File: src/rtl/instr_fetch_ctrl_if.sv
//------------------------------------------------------------------------------
// Module   : instr_fetch_ctrl_if
// Brief    : Fetch-side bundle: redirect input, instruction memory read port,
//            decode valid/ready handshake and fault flag.
// Revision : 1.0 - initial release
//------------------------------------------------------------------------------
`default_nettype none

interface instr_fetch_ctrl_if #(
  parameter int ADDR_WIDTH = 64,
  parameter int DATA_WIDTH = 32
);
  logic                  redirect_valid_in;
  logic [ADDR_WIDTH-1:0] redirect_pc_in;
  logic [ADDR_WIDTH-1:0] imem_addr_out;
  logic [DATA_WIDTH-1:0] imem_instr_in;
  logic                  fetch_valid_out;
  logic                  fetch_ready_in;
  logic [ADDR_WIDTH-1:0] fetch_pc_out;
  logic [DATA_WIDTH-1:0] fetch_instr_out;
  logic                  fault_out;

  // Fetch controller side
  modport master (
    input  redirect_valid_in, redirect_pc_in, imem_instr_in, fetch_ready_in,
    output imem_addr_out, fetch_valid_out, fetch_pc_out, fetch_instr_out, fault_out
  );

  // Environment side: execute, instruction memory and decode
  modport slave (
    output redirect_valid_in, redirect_pc_in, imem_instr_in, fetch_ready_in,
    input  imem_addr_out, fetch_valid_out, fetch_pc_out, fetch_instr_out, fault_out
  );
endinterface

`default_nettype wire

File: src/rtl/instr_fetch_ctrl.sv
//------------------------------------------------------------------------------
// Module   : instr_fetch_ctrl
// Brief    : Program counter owner and fetch sequencer. Reads one instruction
//            per cycle from a combinational memory port, buffers up to two
//            {pc, instr} pairs and hands them to decode over valid/ready.
//            Optional macro FETCH_FAULT_EN enables misaligned/out-of-range
//            fetch address detection with a sticky fault state.
// Revision : 1.0 - initial release
//------------------------------------------------------------------------------
`default_nettype none

module instr_fetch_ctrl #(
  parameter int                    ADDR_WIDTH    = 64,
  parameter int                    DATA_WIDTH    = 32,
  parameter int                    MEM_DEPTH_POW = 10,
  parameter logic [ADDR_WIDTH-1:0] RESET_PC      = '0
) (
  input  wire logic           clk,
  input  wire logic           rst,
  instr_fetch_ctrl_if.master  bus
);

  localparam logic [0:0] S_RUN   = 1'b0;
  localparam logic [0:0] S_FAULT = 1'b1;

  logic [0:0]            r_state;
  logic [0:0]            w_state_nxt;
  logic [ADDR_WIDTH-1:0] r_pc;
  logic [1:0]            r_count;
  logic [ADDR_WIDTH-1:0] r_q_pc    [0:1];
  logic [DATA_WIDTH-1:0] r_q_instr [0:1];

  logic w_run;
  logic w_fault_flag;
  logic w_fault_detect;
  logic w_pop;
  logic w_push;
  logic w_wr_idx;

  // Address legality check; without the feature every address is fetched as-is
`ifdef FETCH_FAULT_EN
  assign w_fault_detect = (r_pc[1:0] != 2'b00) |
                          (|r_pc[ADDR_WIDTH-1:MEM_DEPTH_POW+2]);
`else
  assign w_fault_detect = 1'b0;
`endif

  assign w_pop  = (r_count != 2'd0) & bus.fetch_ready_in;
  assign w_push = w_run & ~bus.redirect_valid_in & ~w_fault_detect &
                  ((r_count != 2'd2) | w_pop);
  // Tail slot: a simultaneous pop shifts the queue down by one first
  assign w_wr_idx = w_pop ? (r_count == 2'd2) : (r_count == 2'd1);

  assign bus.imem_addr_out   = r_pc;
  assign bus.fetch_valid_out = (r_count != 2'd0);
  assign bus.fetch_pc_out    = r_q_pc[0];
  assign bus.fetch_instr_out = r_q_instr[0];
  assign bus.fault_out       = w_fault_flag;

  // FSM state register
  always_ff @(posedge clk) begin
    if (rst) r_state <= S_RUN;
    else     r_state <= w_state_nxt;
  end

  // FSM next state: redirect always returns to RUN, a bad address traps
  always_comb begin
    w_state_nxt = r_state;
    if (bus.redirect_valid_in)
      w_state_nxt = S_RUN;
    else if ((r_state == S_RUN) && w_fault_detect)
      w_state_nxt = S_FAULT;
  end

  // FSM outputs: fetch enable and held fault flag
  always_comb begin
    w_run        = (r_state == S_RUN);
`ifdef FETCH_FAULT_EN
    w_fault_flag = (r_state == S_FAULT);
`else
    w_fault_flag = 1'b0;
`endif
  end

  // PC and skid FIFO; redirect flushes and wins over any same-cycle pop
  always_ff @(posedge clk) begin
    if (rst) begin
      r_pc         <= RESET_PC;
      r_count      <= 2'd0;
      r_q_pc[0]    <= '0;
      r_q_pc[1]    <= '0;
      r_q_instr[0] <= '0;
      r_q_instr[1] <= '0;
    end else if (bus.redirect_valid_in) begin
      r_pc    <= bus.redirect_pc_in;
      r_count <= 2'd0;
    end else begin
      if (w_pop) begin
        r_q_pc[0]    <= r_q_pc[1];
        r_q_instr[0] <= r_q_instr[1];
      end
      if (w_push) begin
        r_q_pc[w_wr_idx]    <= r_pc;
        r_q_instr[w_wr_idx] <= bus.imem_instr_in;
        r_pc                <= r_pc + ADDR_WIDTH'(4);
      end
      r_count <= r_count + {1'b0, w_push} - {1'b0, w_pop};
    end
  end

endmodule

`default_nettype wire

File: src/flat_wrapper.sv
// flat-port wrapper written by rule: the top's interface ports become plain ports
module instr_fetch_ctrl_flat 
#(
  parameter int                    ADDR_WIDTH    = 64,
  parameter int                    DATA_WIDTH    = 32,
  parameter int                    MEM_DEPTH_POW = 10,
  parameter logic [ADDR_WIDTH-1:0] RESET_PC      = '0
)
  (clk, rst, bus_redirect_valid_in, bus_redirect_pc_in, bus_imem_instr_in, bus_fetch_ready_in, bus_imem_addr_out, bus_fetch_valid_out, bus_fetch_pc_out, bus_fetch_instr_out, bus_fault_out);
  instr_fetch_ctrl_if #(.ADDR_WIDTH(ADDR_WIDTH), .DATA_WIDTH(DATA_WIDTH)) bus_i ();
  input  wire logic clk;
  input  wire logic rst;
  input wire logic [$bits(bus_i.redirect_valid_in)-1:0] bus_redirect_valid_in;
  input wire logic [$bits(bus_i.redirect_pc_in)-1:0] bus_redirect_pc_in;
  input wire logic [$bits(bus_i.imem_instr_in)-1:0] bus_imem_instr_in;
  input wire logic [$bits(bus_i.fetch_ready_in)-1:0] bus_fetch_ready_in;
  output wire logic [$bits(bus_i.imem_addr_out)-1:0] bus_imem_addr_out;
  output wire logic [$bits(bus_i.fetch_valid_out)-1:0] bus_fetch_valid_out;
  output wire logic [$bits(bus_i.fetch_pc_out)-1:0] bus_fetch_pc_out;
  output wire logic [$bits(bus_i.fetch_instr_out)-1:0] bus_fetch_instr_out;
  output wire logic [$bits(bus_i.fault_out)-1:0] bus_fault_out;
  assign bus_i.redirect_valid_in = bus_redirect_valid_in;
  assign bus_i.redirect_pc_in = bus_redirect_pc_in;
  assign bus_i.imem_instr_in = bus_imem_instr_in;
  assign bus_i.fetch_ready_in = bus_fetch_ready_in;
  assign bus_imem_addr_out = bus_i.imem_addr_out;
  assign bus_fetch_valid_out = bus_i.fetch_valid_out;
  assign bus_fetch_pc_out = bus_i.fetch_pc_out;
  assign bus_fetch_instr_out = bus_i.fetch_instr_out;
  assign bus_fault_out = bus_i.fault_out;
  instr_fetch_ctrl #(.ADDR_WIDTH(ADDR_WIDTH), .DATA_WIDTH(DATA_WIDTH), .MEM_DEPTH_POW(MEM_DEPTH_POW), .RESET_PC(RESET_PC)) u_core (.clk(clk), .rst(rst), .bus(bus_i));
endmodule
File: config.mk
export PLATFORM = sky130hd
export DESIGN_NAME = instr_fetch_ctrl_flat
export DESIGN_NICKNAME = d
export VERILOG_FILES = /design/src/rtl/instr_fetch_ctrl_if.sv /design/src/rtl/instr_fetch_ctrl.sv /design/src/flat_wrapper.sv
export SDC_FILE = /design/constraint.sdc
export NUM_CORES = 1
export LEC_CHECK = 0
export CORE_UTILIZATION = 55
export CTS_BUF_LIST = sky130_fd_sc_hd__clkbuf_8
export CTS_CLUSTER_SIZE = 14
export DETAILED_ROUTE_END_ITERATION = 6
export HOLD_SLACK_MARGIN = 0.08
export PLACE_DENSITY = 0.91
export SETUP_SLACK_MARGIN = 0.05
export SLEW_MARGIN = 20
export SYNTH_ARGS = -nofsm -noshare
export SYNTH_HDL_FRONTEND = slang
export SYNTH_SLANG_ARGS = --single-unit
File: constraint.sdc
create_clock -name clk -period 13.3 [get_ports clk]
set_input_delay 1.995 -clock clk [delete_from_list [all_inputs] [get_ports clk]]
set_output_delay 1.995 -clock clk [all_outputs]
set_load 0.05 [all_outputs]
# After elaboration in Yosys (flattened, before gate mapping)
# Memory sizes are Yosys's and may differ from the RTL's.
# Index checks and enable logic that the tools add are counted.
# W data, S select, Z words.
dict set report totals {
  ramBits 192
  ff_bits 66
  word_cells 42
  out_inout_bits 162
  inputBits 100
  memories 2
}
dict set report op_classes {
  n_mux 21
  n_addsub 3
  n_eq_ne 3
  n_reduce_logical 5
  bitwise 6
}
# name words word_bits rd rd_ports_with_merged_regs wr line_no
set memory_table {}
lappend memory_table {u_core.r_q_pc 2 64 2 0 2 instr_fetch_ctrl.sv:30} ;# logic [ADDR_WIDTH-1:0] r_q_pc [0:1];
lappend memory_table {u_core.r_q_instr 2 32 2 0 2 instr_fetch_ctrl.sv:31} ;# logic [DATA_WIDTH-1:0] r_q_instr [0:1];
# op count
set ops {}
lappend ops {{$mux W64} 4}
lappend ops {{$add A64 B3 Y64 const B} 1}
lappend ops {{$mux W32} 2}
lappend ops {{$reduce_or A64 Y1} 1}
lappend ops {{$reduce_or A32 Y1} 1}
lappend ops {{$mux W1} 15}
lappend ops {{$reduce_bool A2 Y1} 2}
lappend ops {{$or A1 B1 Y1} 3}
lappend ops {{$add A2 B1 Y2} 1}
lappend ops {{$and A1 B1 Y1} 2}
lappend ops {{$eq A2 B1 Y1 const B} 1}
lappend ops {{$eq A2 B2 Y1 const B} 1}
lappend ops {{$ne A2 B2 Y1 const B} 1}
lappend ops {{$reduce_or A2 Y1} 1}
lappend ops {{$sub A2 B1 Y2} 1}
lappend ops {{$not A1 Y1} 1}

# Logic depth before layout (Yosys ltp)
dict set report depth {
  word_depth 10
  ltp_mapped 11
  ltp_nobuf 9
}

# Worst setup path after synthesis
# OpenSTA, ideal clock, no wires.
dict set report synth_timing {
  path_type {input-to-reg}
  start {input port bus_fetch_ready_in}
  end {memory u_core.r_q_instr[0][0] (enable)}
  setup_time_ns 0.454
  path_slack_ns 7.559
  path_buffers 2
  cell_stages 8
  t_required_ns 12.846
  arrival_ns 5.287
  cell_sequence {nand2_1 inv_1 ha_1 a22oi_1 nor3_1 clkbuf_1 clkbuf_1 a211o_1}
}
# item line_no
set synth_lines {}
lappend synth_lines {{from (decl)} flat_wrapper.sv:16} ;# input wire logic [$bits(bus_i.fetch_ready_in)-1:0] bus_fetch_ready_in;
lappend synth_lines {{to (decl)} instr_fetch_ctrl.sv:31}

==> results.md <==
| Quantity | Reported |
|---|---|
| Status | finished clean |
| Type of destination of the critical path | register |
| Total area of multi-input combinational cells | 4480 sq um |
| Netlist area before placement | 12000 sq um |
| Count of cells resized by post-cts repair | 0 |
| Overall power of the completed layout | 2.02 mW |
| Worst R2R Setup Slack | 9.93 ns |
| Clock skew after layout | 0.0234 ns |
| RSZ-0062 raised after global routing | false |
| Multiplexer area fraction after synthesis | 0.680% |
| Worst Hold Launch | u_core.r_q_pc[1][32]$_SDFFCE_PN0P_ |
| Number of buffers added to fix hold violations after cts | 0 |
| Crit Path Class | input pin to register |
| Dominant combinational cell family by area after synthesis | simple AND/OR/NAND/NOR gates |
| DPL Wire Length | 21300 microns |
| H-tree depth reported by CTS | 2 |
| CTS sink cnt | 258 |
| Slew Limit Fails | 0 |
| DR iter-0 viols | 1267 |
| 1st-pass router iterations | 6 |
| Unique masters post-synth | 57 |
| Peak VDD IR | 0.0000825 V |
| Register area | 7090 sq um |
| HP Class | register to register |
| Clock-pin slew on the worst setup and hold paths | 0.07 ns |
| R2R depth | 9 |
| Hold Crit Depth | 2 |
| Number of CTS-inserted buffers | 42 |
| Mean instance size in the synthesized netlist | 10.3 sq um |
| Final worst-path cycle share | 35.2% |
| Maximum net fanout on the critical path | 130 |
| Root Driver | sky130_fd_sc_hd__clkbuf_8 |
| Final core utilization | 73.3% |
| Power Dens Cells | 130 nW/um^2 |
| Relative slew slack | 31.7% |
| Number of flops mapped to enable cells by yosys | 192 |
| Vias per std cell | 5.99 |
| Number of nets still failing antenna checks after routing | 0 |
| Fraction of final layout cells with drive strength greater than 1 | 6.55% |
| Crit start category | input pin |
| Hold endpoint | u_core.r_q_pc[0][32]$_DFFE_PP_ |
| Adder-Cell Fraction of Synth Area | 0.314% |
| Area enclosed by the die boundary | 22300 sq um |
| Nets in the synthesized netlist | 1260 |
| Primary flip-flop cell chosen by synthesis mapping | sky130_fd_sc_hd__edfxtp_1 |
| Area of all placed cells without fillers | 15500 sq um |
| Area Overhead vs Synth | 29.6% |
| Final standard cell count with taps included and fillers excluded | 1695 |
| Fin crit period | 4.68 ns |
| Leak pwr | 5.44 nW |
| Compound-gate portion of the synthesized area | 10.3% |
| Aggregate routed wire length | 33000 microns |
| Setup TNS after final layout | 0 ns |
| FFs w/ async S/R, synth | 0% |
| Number of antenna violations at the first check in global routing | 1 |
| Global route total overflow | 0 |
| Horizontal die dimension | 149 microns |
| Basic-gate share of the synthesized area counting and, or, nand and nor cells | 23.7% |
| Fin nets | 1488 |
| Placed insts | 1616 |
| Post-synth top area share | 48.2% |
| Synthesized flop and latch total | 258 |
| Transition at the pin with the smallest max-transition slack | 1.02 ns |
| CP Data Required Time | 13.54 ns |
| Launch point of the worst reg-to-reg path | u_core.r_count[0]$_SDFF_PP0_ |
| Cell taking the most area after synthesis | sky130_fd_sc_hd__edfxtp_1 |
| Clock latency reported for the late side of the worst-skew pair | 0.56 ns |
| Routability congestion estimate | 0.870 |
| Number of max-capacitance violations reported | 0 |
| Number of vias after detailed routing | 10100 |
| Final setup violation count | 0 |
| Total routing resource utilization after global routing | 29.4% |
| Yosys warns | 0 |
| Starting utilization of the core area | 56.6% |
| Filler Cells Inserted | 1439 |
| Floorplan die height | 149 microns |
| Final hold viol count | 0 |
| Standard cell area after detailed placement | 14700 sq um |
| Number of buffers inserted by post-CTS setup repair | 0 |
| Number of buffers on the longest clock path | 3 |
| Area of the core region | 21200 sq um |
| Biggest area contributors in the synthesized netlist | sky130_fd_sc_hd__edfxtp_1, sky130_fd_sc_hd__dfxtp_1, sky130_fd_sc_hd__nand2_1, sky130_fd_sc_hd__and2_1, sky130_fd_sc_hd__o21ai_0 |
| Max Clock Freq | 213 MHz |
| Total of buffers placed on input and output ports | 260 |
| TritonCTS clock tree | yes |
| Post-Syn Instances | 1157 |
| Number of global-route vias before repair | 9606 |
| Wire length per cell after detailed routing | 19.5 microns |
| Largest net degree at the start of global routing | 131 |
| Xor/xnor share of the synthesized area | 2.05% |
| Arrival time at the worst endpoint | 4.92 ns |
| Sequential share of the synthesized area | 59.2% |
| Row count | 53 |
| Count of pins on the block boundary | 262 |
| First-pass GRT wire length | 51100 microns |
| Total DRC errors in the routed layout | 0 |
| Capture point of the worst reg-to-reg path | u_core.r_q_instr[0][27]$_DFFE_PP_ |
## per-stage QoR
stage / hold WS (ns) / setup WS [ns]
final: 0.583 / 8.62
after global routing: 0.610 / 8.38
after CTS: 0.587 / 8.39
after detailed placement: 0.572 / 7.84
after global placement: 0.546 / 8.08
after floorplan: 0.558 / 7.56
## state kept, by name (all words and copies together), names as in the netlist
signal and count:
u_core.r_q_instr 64, u_core.r_count 2, u_core.r_q_pc 128, u_core.bus.imem_addr_out 64
## how the worst max path moves through the flow
stage                             from                           endpoint  slack, ns  cells after the start
global placement    bus_fetch_ready_in     u_core.r_q_pc[0][32]$_DFFE_PP_       8.08                      9
CTS                 bus_fetch_ready_in  u_core.r_q_instr[0][27]$_DFFE_PP_       8.39                      9
finish              bus_fetch_ready_in  u_core.r_q_instr[0][27]$_DFFE_PP_       8.62                      9
floorplan           bus_fetch_ready_in   u_core.r_q_instr[0][0]$_DFFE_PP_       7.56                      8
global route        bus_fetch_ready_in  u_core.r_q_instr[0][27]$_DFFE_PP_       8.38                      9
detailed placement  bus_fetch_ready_in  u_core.r_q_instr[0][27]$_DFFE_PP_       7.84                      9
## cells in the final DEF, fill, tap and decap left out, drive strengths merged, types with 4 or more instances in the layout
| master | synthesis | routed |
|---|---|---|
| clkinv | 0 | 6 |
| a211o | 4 | 4 |
| clkinvlp | 0 | 4 |
| nor4 | 23 | 23 |
| a22oi | 5 | 5 |
| or3 | 7 | 7 |
| mux2i | 7 | 7 |
| nand3 | 29 | 29 |
| o31ai | 4 | 4 |
| a2111oi | 14 | 14 |
| a311oi | 11 | 11 |
| a21oi | 12 | 12 |
| o21ai | 101 | 101 |
| dfxtp | 66 | 66 |
| or2 | 4 | 4 |
| nor3 | 19 | 19 |
| or4 | 7 | 7 |
| nor3b | 6 | 6 |
| clkbuf | 62 | 50 |
| edfxtp | 192 | 192 |
| and3 | 13 | 13 |
| nor4b | 6 | 6 |
| a211oi | 25 | 25 |
| and4 | 17 | 17 |
| xor2 | 9 | 9 |
| nand2 | 232 | 232 |
| xnor2 | 19 | 19 |
| clkdlybuf4s50 | 0 | 258 |
| nor2 | 54 | 54 |
| nand4 | 28 | 28 |
| and2 | 99 | 99 |
| inv | 25 | 43 |
| buf | 24 | 12 |
## cells by family after synthesis
| family | count (synthesis) |
|---|---|
| other cells | 1 |
| buf+inv | 111 |
| fa+ha+maj | 3 |
| simple gates | 555 |
| mux | 8 |
| flops | 258 |
| xor+xnor | 28 |
| compound gates | 193 |
## critical path: stages
cell                              delay, ns
sky130_fd_sc_hd__clkdlybuf4s50_1       0.56
sky130_fd_sc_hd__nand2_1               0.17
sky130_fd_sc_hd__inv_1                 0.09
sky130_fd_sc_hd__ha_1                  0.29
sky130_fd_sc_hd__a22oi_1               0.09
sky130_fd_sc_hd__nor3_2                0.19
sky130_fd_sc_hd__buf_4                 0.51
sky130_fd_sc_hd__buf_6                 0.71
sky130_fd_sc_hd__o21ai_0               0.25
## cell type report
cell class | count | share of cell area [%]
timing repair buffer | 270 | 17.2
clock inverter | 28 | 0.840
antenna | 1 | 0.0161
multi-input combinational | 788 | 28.9
inverter | 25 | 0.605
clock buffer | 50 | 4.44
tap | 275 | 2.22
sequential | 258 | 45.7
## report_power, final
group	switching [mW]	total, mW	internal, mW
logic	0.251	0.375	0.124
clock network	0.319	0.663	0.344
registers	0.0474	0.981	0.933
## synthesized netlist by cell type, types with 13 or more instances
master and instances:
sky130_fd_sc_hd__inv_1 24, sky130_fd_sc_hd__a211oi_1 25, sky130_fd_sc_hd__and4_1 17, sky130_fd_sc_hd__edfxtp_1 192
sky130_fd_sc_hd__nand3_1 29, sky130_fd_sc_hd__xnor2_1 19, sky130_fd_sc_hd__and3_1 13, sky130_fd_sc_hd__nand2_1 231
sky130_fd_sc_hd__and2_1 99, sky130_fd_sc_hd__nor4_1 20, sky130_fd_sc_hd__dfxtp_1 66, sky130_fd_sc_hd__nand4_1 25
sky130_fd_sc_hd__nor2_1 54, sky130_fd_sc_hd__clkbuf_1 62, sky130_fd_sc_hd__nor3_1 19, sky130_fd_sc_hd__o21ai_0 101
## per-layer routing
layer | up-vias | part of all wire (%) | track usage [%]
met5 | - | 0 | 0
met1 | 4806 | 38 | 38.2
met2 | 611 | 48 | 47.7
li1 | 4638 | - | -
met3 | 93 | 9.8 | 5.98
met4 | 0 | 4.0 | 13.2
(Power assumes the default switching activity.)
